===== src/rtl/mccoy_instr_feeder.sv =====
// mccoy_instr_feeder: small program buffer that stores 6-bit instructions
// and replays them, one per clock, into the core's instruction input.
// Optional feature macro: FEEDER_LOOP_EN. When defined, replay wraps from
// the last stored entry back to entry 0 indefinitely and DONE is never
// entered. Without it, replay stops in DONE after the last entry.
module mccoy_instr_feeder #(
    parameter int         DEPTH      = 8,
    parameter logic [5:0] IDLE_INSTR = 6'b000000
) (
    input  logic       clk,
    input  logic       reset,
    input  logic       wr_en,
    input  logic [5:0] wr_data,
    input  logic       start,
    input  logic       stop,
    input  logic       clear,
    output logic [5:0] instr_out,
    output logic       running,
    output logic       done,
    output logic [4:0] count,
    output logic       overflow
);

    localparam int         IW        = (DEPTH > 1) ? $clog2(DEPTH) : 1;
    localparam logic [4:0] DEPTH_CNT = 5'(DEPTH);

    typedef enum logic [1:0] {
        ST_IDLE,
        ST_RUN,
        ST_DONE
    } state_t;

    state_t         state;
    logic [5:0]     mem [DEPTH];
    logic [IW-1:0]  rd_idx;
    logic           full;
    logic           wr_accept;
    logic           last_idx;
    logic           start_ok;

`ifndef FEEDER_LOOP_EN
    logic           last_sent;
`endif

    // Buffer status, write qualification and replay wrap point.
    // The wrap point compares against count, never DEPTH, so short
    // programs wrap (or finish) at their own length.
    always_comb begin
        full      = (count == DEPTH_CNT);
        wr_accept = (state == ST_IDLE) && wr_en && !clear && !full;
        last_idx  = (5'(rd_idx) == (count - 5'd1));
        start_ok  = start && !stop && !clear && (count != 5'd0);
    end

    // Program storage; not reset, a zero count marks every entry invalid.
    always_ff @(posedge clk) begin
        if (wr_accept) begin
            mem[count[IW-1:0]] <= wr_data;
        end
    end

    // Control FSM with registered instr_out, running and done.
    always_ff @(posedge clk or posedge reset) begin
        if (reset) begin
            state     <= ST_IDLE;
            count     <= 5'd0;
            rd_idx    <= '0;
            overflow  <= 1'b0;
            instr_out <= IDLE_INSTR;
            running   <= 1'b0;
            done      <= 1'b0;
`ifndef FEEDER_LOOP_EN
            last_sent <= 1'b0;
`endif
        end else begin
            case (state)
                ST_IDLE: begin
                    instr_out <= IDLE_INSTR;
                    if (clear) begin
                        count    <= 5'd0;
                        overflow <= 1'b0;
                    end else begin
                        if (wr_en) begin
                            if (full) begin
                                overflow <= 1'b1;
                            end else begin
                                count <= count + 5'd1;
                            end
                        end
                        if (start_ok) begin
                            state   <= ST_RUN;
                            running <= 1'b1;
                            done    <= 1'b0;
                            rd_idx  <= '0;
`ifndef FEEDER_LOOP_EN
                            last_sent <= 1'b0;
`endif
                        end
                    end
                end

                ST_RUN: begin
                    if (stop) begin
                        state     <= ST_IDLE;
                        running   <= 1'b0;
                        done      <= 1'b0;
                        instr_out <= IDLE_INSTR;
                    end else begin
`ifdef FEEDER_LOOP_EN
                        instr_out <= mem[rd_idx];
                        if (last_idx) begin
                            rd_idx <= '0;
                        end else begin
                            rd_idx <= rd_idx + 1'b1;
                        end
`else
                        if (last_sent) begin
                            state     <= ST_DONE;
                            running   <= 1'b0;
                            done      <= 1'b1;
                            instr_out <= IDLE_INSTR;
                            rd_idx    <= '0;
                            last_sent <= 1'b0;
                        end else begin
                            instr_out <= mem[rd_idx];
                            if (last_idx) begin
                                rd_idx    <= '0;
                                last_sent <= 1'b1;
                            end else begin
                                rd_idx <= rd_idx + 1'b1;
                            end
                        end
`endif
                    end
                end

                ST_DONE: begin
                    instr_out <= IDLE_INSTR;
                    if (clear) begin
                        state    <= ST_IDLE;
                        done     <= 1'b0;
                        count    <= 5'd0;
                        overflow <= 1'b0;
                    end else if (start_ok) begin
                        state   <= ST_RUN;
                        running <= 1'b1;
                        done    <= 1'b0;
                        rd_idx  <= '0;
`ifndef FEEDER_LOOP_EN
                        last_sent <= 1'b0;
`endif
                    end
                end

                default: begin
                    state     <= ST_IDLE;
                    running   <= 1'b0;
                    done      <= 1'b0;
                    instr_out <= IDLE_INSTR;
                end
            endcase
        end
    end

endmodule


===== config.mk =====
export PLATFORM = sky130hd
export DESIGN_NAME = mccoy_instr_feeder
export DESIGN_NICKNAME = d
export VERILOG_FILES = /design/src/rtl/mccoy_instr_feeder.sv
export SDC_FILE = /design/constraint.sdc
export NUM_CORES = 1
export LEC_CHECK = 0
export BUFFER_PORTS_ARGS = -buffer_cell sky130_fd_sc_hd__buf_2
export CORE_MARGIN = 3
export CORE_UTILIZATION = 29
export CTS_CLUSTER_SIZE = 25
export DETAILED_ROUTE_END_ITERATION = 10
export HOLD_SLACK_MARGIN = 0.06
export PLACE_DENSITY = 0.54
export SLEW_MARGIN = 20
export SYNTH_ARGS = -nofsm -noshare
export SYNTH_HDL_FRONTEND = slang
export SYNTH_SLANG_ARGS = --single-unit

===== constraint.sdc =====
create_clock -name clk -period 5.7 [get_ports clk]
set_input_delay 1.14 -clock clk [delete_from_list [all_inputs] [get_ports clk]]
set_output_delay 1.14 -clock clk [all_outputs]
set_load 0.01 [all_outputs]

After elaboration in Yosys (flattened, before gate mapping) --
Memory sizes are Yosys's and may differ from the RTL's. Index checks and enable logic that the tools add are counted.
Word-level totals: bits in registers 20, RAM bits 48, input port bits 12, output and inout port bits 14, word-level logic and storage cells 88, memories kept 1
Memories:
- mem | depth 8, width 6, rd ports 1, clocked after memory_dff 0, wr ports 1, line 34 | logic [5:0] mem [DEPTH];
Cells by class: add/subtract/negate cells 3, equality and inequality tests 13, multiplexer cells 44, reductions and logical operators 19
Operators with widths (number):
- 1-bit 2-to-1 mux | 20
- 5-bit 2-to-1 mux | 4
- 6-bit 2-to-1 mux | 3
- 3-bit 2-to-1 mux | 5
- 3-bit != test (second input constant) | 4
- 4-bit AND reduction | 3
- 2-bit 2-to-1 mux | 5
- 5-bit one-hot mux with 2 select lines | 1
- 2-bit != test (second input constant) | 4
- 1-bit logical AND | 6
- 1-bit one-hot mux with 2 select lines | 3
- 2-bit one-hot mux with 3 select lines | 1
- 3-bit one-hot mux with 2 select lines | 1
- 5-bit by 1-bit adder with 5-bit output (second input constant) | 1
- 3-bit by 5-bit equality test with 1-bit output | 1
- 5-bit by 4-bit equality test with 1-bit output (second input constant) | 1
- 5-bit nonzero test | 1
- 5-bit by 1-bit subtractor with 5-bit output (second input constant) | 1
- 2-bit nonzero test | 2
- 3-bit by 1-bit adder with 3-bit output (second input constant) | 1
- 1-bit zero test | 3
- 1-bit one-hot mux with 3 select lines | 1
- 3-bit AND reduction | 1
- 2-bit by 1-bit equality test with 1-bit output (second input constant) | 1
- 5 further kinds | 5

Logic depth before layout (Yosys ltp) --
word-level depth 7, depth in mapped cells 7, mapped depth without buffers 6

Least setup slack after synthesis --
Ideal clock, no wire load.
kind input port to flip-flop, start input port clear, end memory mem[0][0] (enable), library setup time 0.377 ns, arrival 2.089 ns, required time 5.323 ns, setup slack 3.234 ns, cell stages on the path 3, buffers on the path 0, cells stage by stage nor4_1 nand2_1 nor3_1
Between the ends: cells in the longest elaborated chain, start to end 5
Ends and longest elaborated chain:
- start, declared | line 16 | input logic clear,
- 1-bit zero test | line 50 | wr_accept = (state == ST_IDLE) && wr_en && !clear && !full;
- 1-bit logical AND (2 in a row) | line 50
- 1-bit 2-to-1 mux | line 57 | if (wr_accept) begin
- 1-bit 2-to-1 mux (implied by the code) | line 58 | mem[count[IW-1:0]] <= wr_data;
- end, declared | line 34
No other way between the ends.

Final worst setup path --
start register count[1], end memory mem[0][5] (enable)
Between the ends: cells in the longest elaborated chain, start to end 5
Ends and longest elaborated chain:
- start, declared | line 20 | output logic [4:0] count,
- start signal, assigned | line 87 | count <= count + 5'd1;
- 5-bit by 4-bit equality test with 1-bit output | line 49 | full = (count == DEPTH_CNT);
- 1-bit zero test | line 50
- 1-bit logical AND | line 50
- 1-bit 2-to-1 mux | line 57
- 1-bit 2-to-1 mux (implied by the code) | line 58
Parallel ways exist; a longest one is shown, timed or not.

==> flow_metrics.tcl <==
set metrics [dict create \
    outcome "finished, final reports clean" \
    tightest_slew_ps 885 \
    clock_skew_ps 11.8 \
    hold_depth 2 \
    syn_nets 204 \
    grt_pass1_vias 1811 \
    ys_seq_elements 68 \
    syn_area_um2 2900 \
    place_ws_ps 2680 \
    setup_ws_ps 2920 \
    drtIter0Drc 126 \
    p_leak_nw 1.19 \
    synthFlopType "edfxtp_1" \
    period_share 0.488 \
    portBuffers 25 \
    p_per_area_nw_per_um2 317 \
    crit_fanout 10 \
    die_y_um 106 \
    cts_made_buffers 9 \
    numClockSinks 68 \
    r2r-end "mem[0][5]" \
    min_period_ps 2780 \
    synth_mux_area_frac 0.114 \
    hold_viol 0 \
    fp-row-count 35 \
    grt_pass1_wl_mm 10.1 \
    die_x_um 106 \
    internal-power_mw 0.786 \
    p_switching_mw 0.268 \
    dr.pass1.iters 4 \
    yosysSeqAreaShare 0.669 \
    drive_above_1_share 0.252 \
    startpoint_type "register" \
    start_util 0.306 \
    r2r_start "count[1]" \
    seq_power_share 0.551 \
    overflow 0 \
    num_vias 1688 \
    synth_top_family_by_area "multiplexers" \
    yosys.cell_types.count 43 \
    finalSetupViolations 0 \
    drcViolationCount 0 \
    wl_per_cell_um 17.5 \
    coreArea_um2 9500 \
    clockRootBuffer "clkbuf_8" \
    avgViaCountPerCell 4.81 \
    synth-edff-count 48 \
    power_mw 1.05 \
    slew_violations 0 \
    synthXorXnorAreaFrac 0.0121 \
    fin_tns_setup_ps 0 \
    layout.nets 233 \
    cp.arrival_ps 2750 \
    htree_levels 3 \
    postCtsHoldBufs 0 \
    drt_wl_total_mm 6.14 \
    end_kind "register" \
    vdd_drop_max_v 0.000101 \
    slew_headroom 0.410 \
    synth_compound_area_frac 0.0711 \
    min_from "overflow" \
    rsz0062_at_grt "no" \
    hold_class "reg2reg" \
    avgSynthCellArea_um2 15.4 \
    syn2layout_area_growth_pct 14.4 \
    dieArea_um2 11300 \
    grt_util_all_layers 0.123 \
    yosys.area_share.simple 0.0965 \
    combPwrFrac 0.126 \
    max_freq_mhz 359 \
    swShare 0.255 \
    clock_power_share 0.322 \
    ff2ff_setup_slack_ps 2920 \
    cts_resized 0 \
    cp.required_ps 5670 \
    cts_tree "yes" \
    clk_pin_slew_ps 70 \
    async_flop_share 0.294 \
    drv_cap 0 \
    n_antenna_cell 0 \
    yosys.area_share.adder 0.0172 \
    grt_max_degree 21 \
    crit_type "reg2reg" \
    r2r_cells 6 \
    clockBufferDepth 2 \
    ant_nets 0 \
    io_pins 26 \
    ys_warn_count 0 \
    dp_hpwl_mm 4.11 \
    cts_setup_buffers 0 \
    antenna_found_initial 0 \
    holdPathEnd "overflow" \
    postSynthCellCount 188 \
    clk_latency_ps 340 \
    gp_congestion 0.751 \
]
==> layer usage <==
layer | routed length [um] | vias up | track usage
met5 | 0 | - | 0
met2 | 2840 | 51 | 0.179
met1 | 2800 | 845 | 0.166
met4 | 133 | 0 | 0.0583
met3 | 360 | 11 | 0.0376
li1 | - | 781 | -
==> critical path, cell delays in order, from the launching register on <==
cell      delay, ps
dfrtp_1         550
inv_1           130
ha_1            210
nor4bb_1        160
nor4_1          410
nand2_1         270
nor3_1          670
==> cell families (layout without fill, tap and decap cells) <==
group / count (synthesis) / count (layout)
flip-flops: 68 / 68
AND/OR/NAND/NOR: 53 / 53
AO/OA/AOI/OAI: 27 / 27
multiplexers: 18 / 18
buffers and inverters: 14 / 48
adder cells (fa/ha/maj): 4 / 4
XOR/XNOR: 4 / 4
==> layout by cell type, fill, tap and decap left out, types with 2 or more instances in the layout <==
master / Yosys / layout
dfrtp_1: 20 / 20
clkbuf_1: 3 / 4
a21oi_1: 8 / 8
mux4_2: 12 / 12
nand2b_1: 3 / 3
nand3_1: 2 / 2
o21ai_0: 4 / 4
nand2_1: 13 / 13
nor3_1: 3 / 3
a211oi_2: 2 / 2
xnor2_1: 3 / 3
clkbuf_8: 0 / 10
inv_1: 7 / 7
nor2b_1: 2 / 2
edfxtp_1: 48 / 48
buf_2: 3 / 25
ha_1: 4 / 4
a32o_1: 2 / 2
mux2i_1: 6 / 6
or3_1: 2 / 2
nor2_1: 18 / 18
==> sequential cells by signal, summed over array words and instances, names as in the netlist <==
register and cells:
count 5, done 1, instr_out 6, last_sent 1, mem 48, overflow 1
rd_idx 3, running 1, state 2
==> cells in the mapped netlist, types with 2 or more instances <==
cell type  number  area, um^2
nand2b_1        3        18.8
ha_1            4        50.1
buf_2           3        15.0
mux4_2         12         270
mux2i_1         6        60.1
dfrtp_1        20         500
nor2_1         18        67.6
nand3_1         2        10.0
nand2_1        13        48.8
a32o_1          2        20.0
inv_1           7        26.3
nor2b_1         2        12.5
a21oi_1         8        40.0
clkbuf_1        3        11.3
a211oi_2        2        25.0
o21ai_0         4        20.0
edfxtp_1       48        1440
xnor2_1         3        26.3
nor3_1          3        15.0
or3_1           2        12.5
==> power groups by stage <==
stage                     combinational [mW]  clock, mW  sequential, mW
after floorplan                        0.113          0           0.573
after global placement                 0.136          0           0.592
after detailed placement               0.136          0           0.593
after CTS                              0.136      0.352           0.583
after global routing                   0.148      0.375           0.586
final                                  0.133      0.340           0.581
==> final cells by class <==
cell class / instances / area, um^2
Inverter: 7 / 26.3
Sequential cell: 68 / 1940
Clock buffer: 14 / 153
Multi-Input combinational cell: 106 / 902
Timing Repair Buffer: 25 / 125
Fill cell: 923 / 6180
Clock inverter: 2 / 12.5
Tap cell: 129 / 161
==> worst max-delay path by stage <==
stage | from | endpoint | slack [ps] | cells after the start
6_report | count[1] | mem[0][5] | 2920 | 6
5_1_grt | count[1] | mem[0][5] | 2670 | 6
2_1_floorplan | clear | mem[0][0] | 3230 | 3
4_1_cts | count[1] | mem[0][5] | 2930 | 6
3_5_place_dp | clear | mem[0][3] | 2680 | 4
3_3_place_gp | clear | mem[0][3] | 2690 | 4
==> stage by stage <==
| step | std cells | hold slack (ps) | util | cell area [um^2] |
|---|---|---|---|---|
| global placement | 335 | 496 | 0.332 | 3160 |
| CTS | 351 | 517 | 0.350 | 3320 |
| global route | 351 | 546 | 0.350 | 3320 |
| finish | 351 | 516 | 0.350 | 3320 |
| detailed placement | 335 | 508 | 0.332 | 3160 |
| floorplan | 188 | 465 | - | 2900 |
(Power assumes the default switching activity.)
